## config.mk

```make
export PLATFORM = sky130hd
export DESIGN_NAME = unified_mem_arbiter
export DESIGN_NICKNAME = d
export VERILOG_FILES = /design/src/rtl/unified_mem_arbiter.sv
export SDC_FILE = /design/constraint.sdc
export NUM_CORES = 1
export LEC_CHECK = 0
export ABC_AREA = 1
export CORE_MARGIN = 2
export CORE_UTILIZATION = 38
export DETAILED_ROUTE_END_ITERATION = 8
export HOLD_SLACK_MARGIN = 0.15
export PLACE_DENSITY = 0.91
export SLEW_MARGIN = 40
export SYNTH_ARGS = -nofsm -noshare
export SYNTH_HDL_FRONTEND = slang
export SYNTH_SLANG_ARGS = --single-unit
```

## constraint.sdc

```tcl
create_clock -name clk -period 2.5 [get_ports clk]
set_input_delay 0.625 -clock clk [delete_from_list [all_inputs] [get_ports clk]]
set_output_delay 0.625 -clock clk [all_outputs]
set_load 0.05 [all_outputs]
```

## src/rtl/unified_mem_arbiter.sv

```systemverilog
// Arbiter sharing one single-port unified memory between the IF (fetch) and MEM (load/store) stages.
// Data wins by default; a streak counter bounds fetch starvation and a watchdog aborts hung accesses.
module unified_mem_arbiter #(
  parameter int XLEN         = 32,
  parameter int ADDR_W       = 32,
  parameter int MAX_D_STREAK = 4,
  parameter int TIMEOUT      = 64
) (
  input  logic                clk,
  input  logic                rst,
  input  logic                i_req,
  input  logic [ADDR_W-1:0]   i_addr,
  output logic                i_ack,
  output logic [XLEN-1:0]     i_rdata,
  input  logic                d_req,
  input  logic                d_we,
  input  logic [ADDR_W-1:0]   d_addr,
  input  logic [XLEN-1:0]     d_wdata,
  input  logic [XLEN/8-1:0]   d_be,
  output logic                d_ack,
  output logic [XLEN-1:0]     d_rdata,
  output logic                stall_if,
  output logic                stall_mem,
  output logic                mem_req,
  output logic                mem_we,
  output logic [ADDR_W-1:0]   mem_addr,
  output logic [XLEN-1:0]     mem_wdata,
  output logic [XLEN/8-1:0]   mem_be,
  input  logic                mem_ready,
  input  logic [XLEN-1:0]     mem_rdata,
  output logic                err
);

  localparam logic [1:0] IDLE   = 2'd0;
  localparam logic [1:0] BUSY_I = 2'd1;
  localparam logic [1:0] BUSY_D = 2'd2;

  localparam int SW = $clog2(MAX_D_STREAK + 1);
  localparam int TW = $clog2(TIMEOUT);
  localparam logic [SW-1:0] STREAK_MAX = SW'(MAX_D_STREAK);
  localparam logic [TW-1:0] TIMER_LAST = TW'(TIMEOUT - 1);

  logic [1:0]    state;
  logic [SW-1:0] streak;
  logic [TW-1:0] timer;
  logic          busy;
  logic          timed_out;
  logic          done;
  logic          fetch_due;
  logic          grant_d;

  assign busy      = (state == BUSY_I) || (state == BUSY_D);
  assign timed_out = busy && !mem_ready && (timer == TIMER_LAST);
  // A transaction caught by reset is dropped, so its ack is suppressed in the reset cycle.
  assign done      = busy && (mem_ready || timed_out) && !rst;

  assign i_ack   = done && (state == BUSY_I);
  assign d_ack   = done && (state == BUSY_D);
  assign i_rdata = (i_ack && mem_ready) ? mem_rdata : '0;
  assign d_rdata = (d_ack && mem_ready) ? mem_rdata : '0;

  assign stall_if  = i_req && !i_ack;
  assign stall_mem = d_req && !d_ack;

  assign fetch_due = i_req && (streak == STREAK_MAX);
  assign grant_d   = d_req && !fetch_due;

  always_ff @(posedge clk) begin
    if (rst) begin
      state     <= IDLE;
      streak    <= '0;
      timer     <= '0;
      err       <= 1'b0;
      mem_req   <= 1'b0;
      mem_we    <= 1'b0;
      mem_addr  <= '0;
      mem_wdata <= '0;
      mem_be    <= '0;
    end else begin
      case (state)
        IDLE: begin
          timer <= '0;
          if (grant_d) begin
            state     <= BUSY_D;
            mem_req   <= 1'b1;
            mem_we    <= d_we;
            mem_addr  <= d_addr;
            mem_wdata <= d_wdata;
            mem_be    <= d_we ? d_be : '1;
            if (!i_req)
              streak <= '0;
            else if (streak != STREAK_MAX)
              streak <= streak + SW'(1);
          end else if (i_req) begin
            state     <= BUSY_I;
            mem_req   <= 1'b1;
            mem_we    <= 1'b0;
            mem_addr  <= i_addr;
            mem_wdata <= '0;
            mem_be    <= '1;
            streak    <= '0;
          end else begin
            streak <= '0;
          end
        end
        BUSY_I, BUSY_D: begin
          if (mem_ready || timed_out) begin
            state   <= IDLE;
            mem_req <= 1'b0;
            if (timed_out)
              err <= 1'b1;
          end else begin
            timer <= timer + TW'(1);
          end
        end
        default: begin
          state   <= IDLE;
          mem_req <= 1'b0;
        end
      endcase
    end
  end

endmodule

```

==> impl_metrics.env <==
export IMPL_yosysUniqueCellTypes=21
export IMPL_drc_errors=0
export IMPL_worstSetupPathType="reg -> out"
export IMPL_io_pins=277
export IMPL_skew_ns=0.01585
export IMPL_die_h_microns=106.7
export IMPL_clock_sinks=82
export IMPL_postSynthAreaPerCell_sq_um=6.697
export IMPL_syn_nets=742
export IMPL_relSlewSlack_pct=62.30
export IMPL_path_cells="inv_1 -> ha_4 -> nand4_1 -> buf_4 -> buf_12 -> nor2_4 -> buf_12"
export IMPL_finalHoldViolCount=0
export IMPL_antenna_found_initial=0
export IMPL_worst_pin_slew_ns=0.5637
export IMPL_cts_root_buf="clkbuf_8"
export IMPL_fin_crit_sh_pct=101.8
export IMPL_ir_drop_mv=0.3556
export IMPL_syn_inst=598
export IMPL_chipWidth_microns=106.7
export IMPL_ys_top_cells_by_area="dfxtp_1 (41%), nand2_1 (12%), nand3_1 (10%)"
export IMPL_cts_max_level=3
export IMPL_start_util_pct=38.97
export IMPL_max_cap_violations=0
export IMPL_synth_seq_area_share_pct=40.99
export IMPL_crit_cells=7
export IMPL_clk_latency_ns=0.36
export IMPL_drive_above_1_share_pct=21.29
export IMPL_grt_total_usage_pct=25.92
export IMPL_io_buffers=276
export IMPL_grt_pass1_vias=4818
export IMPL_status="complete, but fails checks"
export IMPL_power_static_leakage_uw=0.003443
export IMPL_hold_depth=2
export IMPL_ys_warnings_count=0
export IMPL_pwr_density_cell_mw_per_mm2=468.4
export IMPL_worstSetupStartpointType="flop"
export IMPL_num_vias=5002
export IMPL_clk_pin_slew_ns=0.09
export IMPL_grt_max_degree=57
export IMPL_grt_first_pass_wirelength_microns=23430
export IMPL_slew_viol_final=0
export IMPL_cts_made_buffers=9
export IMPL_max_freq_ghz=0.3930
export IMPL_end_kind="output port"
export IMPL_avgViaCountPerCell=4.977
export IMPL_violations="negative setup slack"
export IMPL_dieArea_sq_mm=0.01138
export IMPL_syn_to_final_growth_pct=104.3
export IMPL_cts_path_max_buffers=2
export IMPL_first_iter_violations=278
export IMPL_globalplace_congestion=0.8538
export IMPL_syn_area_sq_mm=0.004005
export IMPL_fin_crit_ns=2.544
export IMPL_routed_wl_microns=16720
export IMPL_ant_nets=0
export IMPL_antennaDiodeCount=0
export IMPL_cp_required_ns=1.88
export IMPL_netlist_area_leader_share_pct=40.99
export IMPL_detailed_place_hpwl_microns=11530
export IMPL_crit_top_cell="buf_12"
export IMPL_cts_hold_buffers=0
export IMPL_critical_path_max_stage_delay_ns=0.38
export IMPL_setup_tns_ns=-0.4932
export IMPL_finalSetupViolCount=29
export IMPL_crit_family="buffers and inverters"
export IMPL_crit_path_max_fanout=16
export IMPL_slowest_stage="dfxtp_2"
export IMPL_fin_ws_ns=-0.04450
export IMPL_row_count=37
export IMPL_yosysTopAreaCell="dfxtp_1"
export IMPL_hold_class="reg -> reg"
export IMPL_cp_arrival_ns=1.92
export IMPL_layout_nets=1008
export IMPL_core_area_sq_mm=0.01028
export IMPL_drt_pass1_iter_count=8
export IMPL_wl_per_cell_microns=16.64
export IMPL_tritoncts="yes"
export IMPL_post_route_util_pct=79.63
export IMPL_reg2reg_depth=8
export IMPL_synth_seq_cells=82
export IMPL_overflow=0
export IMPL_cp_num_buf_inv=4
## final timing paths
kind | from | end | slack (ns)
setup / recovery | state[0] | i_rdata[28] | -0.04
setup reg to reg | state[0] | mem_addr[30] | 0.71
hold / removal | mem_wdata[9] | mem_wdata[9] | 0.47
hold reg to reg | mem_wdata[9] | mem_wdata[9] | 0.47
## timing repair
action,in CTS,in global routing
cloned,0,2
endpoints found under the setup margin,68,68
pin swaps,0,2
gates resized for setup,27,86
buffers inserted,0,2
## metal layers
metal / global-route usage [%] / wire length (microns) / vias up
met1: 26.68 / 6140 / 2310
met2: 48.91 / 8817 / 235
li1: - / - / 2424
met3: 8.875 / 1321 / 33
met4: 8.256 / 440 / 0
met5: 0 / 0 / -
## metrics by stage
step	hold WS [ns]	cell area (sq um)	std cells	power, uW	setup slack [ns]
after CTS	0.4701	7823	1001	3812	-0.07702
after floorplan	0.4563	4005	598	2307	-0.05331
after detailed placement	0.4566	7576	985	2891	-0.08229
after global routing	0.4875	8184	1005	4018	-0.1171
final	0.4697	8184	1005	3834	-0.04450
after global placement	0.4507	7576	985	2863	-0.03013
## flip-flops by register name, summed over array words and instances, names as in the netlist
| signal | flops |
|---|---|
| streak | 3 |
| err | 1 |
| mem_req | 1 |
| mem_we | 1 |
| mem_be | 4 |
| state | 2 |
| mem_wdata | 32 |
| mem_addr | 32 |
| timer | 6 |
## logic make-up after synthesis
family                   share of synthesized area, %
AND/OR/NAND/NOR                                 30.21
flip-flops                                      40.99
buffers and inverters                           13.56
adder cells (fa/ha/maj)                         1.874
XOR/XNOR                                       0.2187
AO/OA/AOI/OAI                                   13.15
## placed cells by master (no fill, tap or decap), drive strengths merged, types with 10 or more instances in the layout
master         netlist  layout
clkbuf              16      10
clkdlybuf4s50        0     206
nand2              128     128
nand3               80      80
a21oi               47      47
o211ai              32      32
nor2                79      79
buf                 24      86
dfxtp               82      82
inv                 90      94
## worst min-delay path, delay by kind of cell, from the launching register on
kind	cells	cell delay, ns
flops	1	0.32
simple gates	1	0.06
compound gates	1	0.05
## cells in the mapped netlist
cell type and number:
buf_1 1, nand2_2 1, clkbuf_1 16, xor2_1 1, o211ai_1 32, buf_6 3, nand4_1 3, ha_1 6
inv_2 3, inv_1 87, or2_2 1, nor3_1 1, nor2_1 79, buf_4 3, o21ai_0 8, nand3_1 80
nand2_1 127, a21oi_4 1, dfxtp_1 82, buf_2 17, a21oi_1 46
## area by class of cell
cell class / count / area [sq um]
clock buffer: 9 / 123.9
timing repair buffer: 295 / 3662
clock inverter: 7 / 58.81
inverter: 90 / 337.8
tap: 136 / 170.2
multi-input combinational: 386 / 2182
sequential: 82 / 1649
fill: 621 / 2093
## power breakdown
group          switching [uW]  internal, uW  leakage (uW)
sequential               66.0          1420      0.000677
clock                     534           378     0.0000925
combinational             868           564       0.00267
total                    1470          2370       0.00344
Note: power is estimated with default switching activity, not from simulation.
